`src/rtl/hazard_stall_ctrl.sv`:
```
// Pipeline sequencing controller: load-use stalls, branch flushes and a
// wait-state FSM that freezes the pipe during multi-cycle data-memory accesses.
//
// state    | meaning
// RUN      | normal issue, memory access completes same cycle or enters MEM_WAIT
// MEM_WAIT | data memory busy, pipe frozen, wcnt counts wait cycles
// ERR      | memory timeout, pipe frozen until reset, mem_err set
module hazard_stall_ctrl #(
  parameter int REG_AW   = 5,
  parameter int MAX_WAIT = 15,
  parameter int WAIT_W   = 4,
  parameter int CNT_W    = 16
) (
  input  logic              clk,
  input  logic              rst_n,
  input  logic [REG_AW-1:0] id_rs1,
  input  logic [REG_AW-1:0] id_rs2,
  input  logic              id_uses_rs2,
  input  logic [REG_AW-1:0] ex_rd,
  input  logic              ex_memread,
  input  logic              ex_branch_taken,
  input  logic              mem_access,
  input  logic              dmem_ready,
  output logic              pc_write,
  output logic              ifid_write,
  output logic              idex_bubble,
  output logic              ifid_flush,
  output logic              idex_flush,
  output logic              pipe_freeze,
  output logic              dmem_req,
  output logic              mem_err,
  output logic [CNT_W-1:0]  stall_cycles
);

  localparam logic [1:0] RUN      = 2'd0;
  localparam logic [1:0] MEM_WAIT = 2'd1;
  localparam logic [1:0] ERR      = 2'd2;

  localparam logic [WAIT_W-1:0] WAIT_LIMIT = WAIT_W'(MAX_WAIT);

  logic [1:0]        state;
  logic [WAIT_W-1:0] wcnt;
  logic              load_use;
  logic              frz;

  assign load_use = ex_memread && (ex_rd != '0) &&
                    ((ex_rd == id_rs1) || (id_uses_rs2 && (ex_rd == id_rs2)));

  assign frz = ((state == RUN) && mem_access && !dmem_ready) ||
               ((state == MEM_WAIT) && !dmem_ready) ||
               (state == ERR);

  // Reset overrides the output decode so the pipe sees NOPs while rst_n is low.
  always_comb begin
    pc_write    = 1'b1;
    ifid_write  = 1'b1;
    idex_bubble = 1'b0;
    ifid_flush  = 1'b0;
    idex_flush  = 1'b0;
    pipe_freeze = 1'b0;
    dmem_req    = mem_access && (state != ERR);
    if (!rst_n) begin
      pc_write    = 1'b0;
      ifid_write  = 1'b0;
      idex_bubble = 1'b1;
      ifid_flush  = 1'b1;
      idex_flush  = 1'b1;
      dmem_req    = 1'b0;
    end else if (frz) begin
      pipe_freeze = 1'b1;
      pc_write    = 1'b0;
      ifid_write  = 1'b0;
    end else if (ex_branch_taken) begin
      ifid_flush = 1'b1;
      idex_flush = 1'b1;
    end else if (load_use) begin
      pc_write    = 1'b0;
      ifid_write  = 1'b0;
      idex_bubble = 1'b1;
    end
  end

  always_ff @(posedge clk or negedge rst_n) begin
    if (!rst_n) begin
      state   <= RUN;
      wcnt    <= '0;
      mem_err <= 1'b0;
    end else begin
      case (state)
        RUN: begin
          if (mem_access && !dmem_ready) begin
            state <= MEM_WAIT;
            wcnt  <= WAIT_W'(1);
          end
        end
        MEM_WAIT: begin
          if (dmem_ready) begin
            state <= RUN;
            wcnt  <= '0;
          end else if (wcnt == WAIT_LIMIT) begin
            state   <= ERR;
            mem_err <= 1'b1;
          end else begin
            wcnt <= wcnt + WAIT_W'(1);
          end
        end
        ERR: begin
          state   <= ERR;
          mem_err <= 1'b1;
        end
        default: begin
          state <= RUN;
          wcnt  <= '0;
        end
      endcase
    end
  end

  always_ff @(posedge clk or negedge rst_n) begin
    if (!rst_n) begin
      stall_cycles <= '0;
    end else if (!pc_write && (stall_cycles != '1)) begin
      stall_cycles <= stall_cycles + CNT_W'(1);
    end
  end

endmodule
```
`config.mk`:
```
export PLATFORM = sky130hd
export DESIGN_NAME = hazard_stall_ctrl
export DESIGN_NICKNAME = d
export VERILOG_FILES = /design/src/rtl/hazard_stall_ctrl.sv
export SDC_FILE = /design/constraint.sdc
export NUM_CORES = 1
export LEC_CHECK = 0
export CORE_MARGIN = 5
export CORE_UTILIZATION = 40
export CTS_CLUSTER_DIAMETER = 40
export DETAILED_ROUTE_END_ITERATION = 10
export MAX_ROUTING_LAYER = met4
export PLACE_DENSITY = 0.82
export REMOVE_ABC_BUFFERS = 1
export SETUP_SLACK_MARGIN = 0.1
export SLEW_MARGIN = 20
export SYNTH_ARGS = -nofsm -noshare
export SYNTH_HDL_FRONTEND = slang
export SYNTH_SLANG_ARGS = --single-unit
export TNS_END_PERCENT = 5
```
`constraint.sdc`:
```
create_clock -name clk -period 2.19 [get_ports clk]
set_input_delay 0.438 -clock clk [delete_from_list [all_inputs] [get_ports clk]]
set_output_delay 0.438 -clock clk [all_outputs]
set_load 0.01 [all_outputs]
```
# After elaboration in Yosys (flattened, before gate mapping)
# Cells that the tools add are included.
op_classes:
  addsub: 2
  n_eq_ne: 12
  muxes: 25
  bitwise: 1
  reduce_logical: 20
ops:
  columns: ["op", "count"]
  rows:
  - ["$add 16x1->16 const B", 1]
  - ["$mux 1", 16]
  - ["$ne 16x16->1 const B", 1]
  - ["$mux 4", 3]
  - ["$pmux 4 s3", 1]
  - ["$eq 5x5->1", 2]
  - ["$logic_and 1x1->1", 9]
  - ["$mux 2", 3]
  - ["$pmux 2 s3", 1]
  - ["$reduce_and 3->1", 2]
  - ["$reduce_bool 5->1", 1]
  - ["$add 4x1->4 const B", 1]
  - ["$eq 4x4->1 const B", 1]
  - ["$ne 2x1->1 const B", 2]
  - ["$ne 2x2->1 const B", 2]
  - ["$logic_or 1x1->1", 3]
  - ["$ne 3x2->1 const B", 1]
  - ["$ne 3x3->1 const B", 1]
  - ["$eq 2x1->1 const B", 1]
  - ["$eq 2x2->1 const B", 1]
  - ["$logic_not 1->1", 2]
  - ["$logic_not 2->1", 1]
  - ["$pmux 1 s2", 1]
  - ["$reduce_and 2->1", 1]
  - ["other kinds (2)", 2]
totals:
  regBits: 23
  input_bits: 22
  output_inout_bits: 24
  elab_cells: 64

# Depth between registers and ports, before layout
logic_depth:
  depth_word: 10
  depth_mapped: 7
  ltp_nobuf: 7

# Worst setup path after synthesis
# No wires, ideal clock.
synth_timing:
  kind: "input-to-output"
  from: "input ex_rd[0]"
  to: "output pc_write"
  arrival_time_ns: 1.816
  required_time_ns: 1.752
  path_slack_ns: -0.064
  path_stages: 5
  path_buffers: 2
  cell_sequence: "or3_1 > o311a_4 > a211oi_4 > buf_6 > buf_4"
synth_via:
  elab_chain_cells: 8
  word_cells_on_any_way: 11
  classes_between: "2 x eq/ne; 4 x mux; 5 x reduce/logical"
synth_rtl:
  columns: ["item", "line_no", "rtl"]
  rows:
  - ["from (decl)", "19", "input logic [REG_AW-1:0] ex_rd,"]
  - ["$eq 5x5->1", "47", "((ex_rd == id_rs1) || (id_uses_rs2 && (ex_rd == id_rs2)));"]
  - ["$logic_and 1x1->1", "47", null]
  - ["$logic_or 1x1->1", "47", null]
  - ["$logic_and 1x1->1 *", "46", "assign load_use = ex_memread && (ex_rd != '0) &&"]
  - ["$mux 1 * (4 in series)", null, null]
  - ["to (decl)", "24", "output logic pc_write,"]
# Mark *: on every way between the ends. The rest lies on a longest branch, timed or not.

# Worst setup path after layout
layout_timing:
  from: "input ex_rd[2]"
  to: "output pc_write"
layout_via:
  elab_chain_cells: 8
  word_cells_on_any_way: 11
  classes_between: "2 x eq/ne; 4 x mux; 5 x reduce/logical"
layout_rtl:
  columns: ["item", "line_no", "rtl"]
  rows:
  - ["$eq 5x5->1", "47", null]
  - ["$logic_and 1x1->1", "47", null]
  - ["$logic_or 1x1->1", "47", null]
  - ["$logic_and 1x1->1 *", "46", null]
  - ["$mux 1 *", "76", "end else if (load_use) begin"]
  - ["$mux 1 *", "73", "end else if (ex_branch_taken) begin"]
  - ["$mux 1 *", "69", "end else if (frz) begin"]
  - ["$mux 1 *", "62", "if (!rst_n) begin"]
# Marked as above.

==> summary.md <==
| Metric | Value |
|---|---|
| Initial Util | between 40% and 50% |
| Inst Count DP | between 200 and 250 |
| Status | finished clean |
| I/O Buffers | 45 |
| CP max FO | 3 |
| Core area | about 3300 um^2 |
| P&R area growth vs syn | 45.90% |
| H-tree Lvls | 1 |
| CP Data Required Time | 1.75 ns |
| Die Y | approximately 68 um |
| Clock transition at path regs | approximately 0.13 ns |
| Fillcell total | just under 300 |
| Sequential Power Share | about 44% |
| Critical Path Source Type | input pin |
| Share of cells above drive strength 1 | 21.43% |
| Combinational share of power | between 40% and 50% |
| DR iter-0 viols | 32 |
| Sw Pwr | around 0.00058 W |
| Synth area leaders | dfrtp_1, xor2_1, xnor2_1 |
| Net count, final | 221 |
| Clock share of power | around 13% |
| Cts hold-fix bufs | 0 |
| Final count of hold timing violations | 0 |
| Max-Cap Viols | 0 |
| Vias in the first global route | between 1000 and 1500 |
| Synth cell types | 34 |
| Global placement routability congestion | roughly 0.87 |
| Top-area cell type share of the netlist area | 42.83% |
| Setup WS post-layout | between 0.04 and 0.05 ns |
| Core Rows | 21 |
| Fmax | around 0.47 GHz |
| Clk Latency, worst-skew pair | roughly 0.32 ns |
| Initial antenna violation count | 0 |
| DR DRC count | 0 |
| Via-per-instance ratio | a little over 5 |
| Syn. warnings | 0 |
| RSZ-0062 raised after global routing | true |
| Die ar. | between 4000 and 5000 um^2 |
| Synth Area per Inst | between 9 and 10 um^2 |
| WS Path Type | in -> out |
| Layout Skew | between 0.01 and 0.015 ns |
| Measured slew at the worst slew-check pin | roughly 0.38 ns |
| Clk sinks | 23 |
| Slew headroom | around three quarters |
| Switching Share | a little under two fifths |
| Syn Std Cell Area | approximately 1300 um^2 |
| Hpwl dp | 2.815 mm |
| Global-route wire length before repair | 5.961 mm |
| CP Capture Type | output pin |
| Routed vias | around 1300 |
| GRT overflow | 0 |
| Hold crit path type | in -> async |
| Clock root cell | clkbuf_4 |
| Largest net degree at the start of global routing | 16 |
| Leakage | a little over 0.8 nW |
| Final period util | around 100% |
| Final WL | between 3 and 4 mm |
| Fin. max-slew vios | 0 |
| Seq cells post-synth | 23 |
| Total global-route track usage | between 10% and 20% |
| Die Wd | ~68 um |
| ANT cells | 0 |
| Clk buf depth | 2 |
| CTS Buf Count | 3 |
| Pwr Density | just over 800 nW/um^2 |
| Routed Antenna Nets | 0 |
| Setup violators final | 0 |
| Sequential share of the synthesized area | 42.83% |
| Drt pass-1 iters | 4 |
| Worst slack, placed | -0.7753 ns |
| Minimum clock period | 2.143 ns |
| Syn Inst Count | 136 |
| P_int | 0.001002 W |
| Finished Layout Cells | 242 |
| WL/cell | 14.94 um |
| Crit path DAT | 1.71 ns |
| CTS tree | yes |
| # IOs | 46 |
| Final non-filler cell area | 1961 um^2 |
| Worst vdd ir | ~0.41 mV |
| Area leader, netlist | dfrtp_1 |
| Post-DP Area | between 1500 and 2000 um^2 |
stage by stage:
step | util (%) | total power (W) | hold slack [ns] | TNS [ns]
final | 59.70 | 0.001586 | 0.2410 | 0
after global routing | 59.70 | 0.001702 | 0.2368 | 0
after CTS | 59.31 | 0.001591 | 0.2453 | -0.01758
after detailed placement | 58.32 | 0.001397 | 0.4603 | -9.538
after global placement | 58.32 | 0.001367 | 0.4535 | -8.293
after floorplan | - | 0.001005 | 0.1424 | -0.5796
power by group through the flow:
stage	Clock (W)	Combinational (W)	Sequential [W]
3_5_place_dp	0	0.000694	0.000703
3_3_place_gp	0	0.000667	0.000699
2_1_floorplan	0	0.000273	0.000732
4_1_cts	0.000202	0.000692	0.000697
5_1_grt	0.000226	0.000752	0.000723
6_report	0.000201	0.000687	0.000698
state kept, by name, indices dropped and copies added (netlist names):
name and cells:
stall_cycles 16, mem_err 1, state 2, wcnt 4
cell usage after synthesis:
master and count:
a211oi_4 1, buf_4 2, a21oi_1 6, nor4_1 1, o21ai_0 5, xnor2_1 11
nand4_1 6, or2_2 1, o32ai_1 1, clkbuf_1 2, nor3b_1 2, o311a_4 1
or3_1 1, a31oi_1 1, o22ai_1 2, nor3_1 8, nand2b_1 2, mux2i_1 1
xor2_1 13, and3_1 2, a311o_2 1, nor3_2 1, nand2_1 17, nand3_1 5
dfrtp_1 23, nor2_1 6, nor3_4 1, a211oi_1 2, ha_1 2, nor2_2 1
mux2_4 2, buf_6 1, nor4b_1 2, inv_1 3
layout by cell type (no fill, tap or decap), drive strengths merged, types with 3 or more instances in the layout:
cell	instances
dfrtp	23
buf	22
clkdlybuf4s50	20
nand2	17
dlygate4sd2	14
xor2	13
xnor2	11
nor3	10
nor2	7
nand4	6
a21oi	6
nand3	5
o21ai	5
clkdlybuf4s15	4
inv	3
clkbuf	3
a211oi	3
critical path, cell delays in order:
cell	delay [ns]
buf_6	0.09
or3_4	0.37
o311a_4	0.33
a211oi_4	0.27
buf_2	0.19
worst paths after layout:
check                      slack (ns)               to       startpoint  cells after the start
setup / recovery                 0.05         pc_write         ex_rd[2]                      5
hold / removal                   0.24  stall_cycles[5]            rst_n                      2
setup reg to reg                 0.24  stall_cycles[1]  stall_cycles[0]                      7
hold reg to reg                  0.49          mem_err          mem_err                      1
max in group asynchronous        1.67          wcnt[0]            rst_n                      3
min in group clk                 0.49          wcnt[0]       dmem_ready                      2
metal layers:
layer | GRT usage [%] | wire length, um | vias to the layer above | share of wire, %
li1 | - | - | 599 | -
met1 | 19.71 | 1412 | 601 | 39
met2 | 29.84 | 1910 | 46 | 53
met3 | 2.627 | 190 | 11 | 5.3
met4 | 8.685 | 101 | 0 | 2.8
met5 | - | 0 | - | 0
layout make-up:
cell class	instances	area [um^2]	area share, %
repair buffers	61	544.3	27.76
clock buffers	3	22.52	1.149
clock inverters	1	5.005	0.2553
well taps	46	57.56	2.936
inverters	3	11.26	0.5743
flip-flops and latches	23	575.6	29.36
multi-input cells	105	744.5	37.97
cell families (layout without fill, tap and decap cells):
| group | Yosys count | in the layout | synth area share, % |
|---|---|---|---|
| multiplexers | 3 | 3 | 2.980 |
| XOR/XNOR | 24 | 24 | 15.64 |
| buffers and inverters | 8 | 68 | 3.352 |
| flip-flops | 23 | 23 | 42.83 |
| AND/OR/NAND/NOR | 56 | 56 | 22.16 |
| adder cells (fa/ha/maj) | 2 | 2 | 1.862 |
| AO/OA/AOI/OAI | 20 | 20 | 11.17 |
what timing repair did:
item	4_1_cts	5_1_grt
resized for setup	57	3
gates cloned	0	0
buffers inserted	2	1
endpoints found under the setup margin	23	9
pin swaps	11	4
No activity file was read; power rests on OpenSTA's default activity.
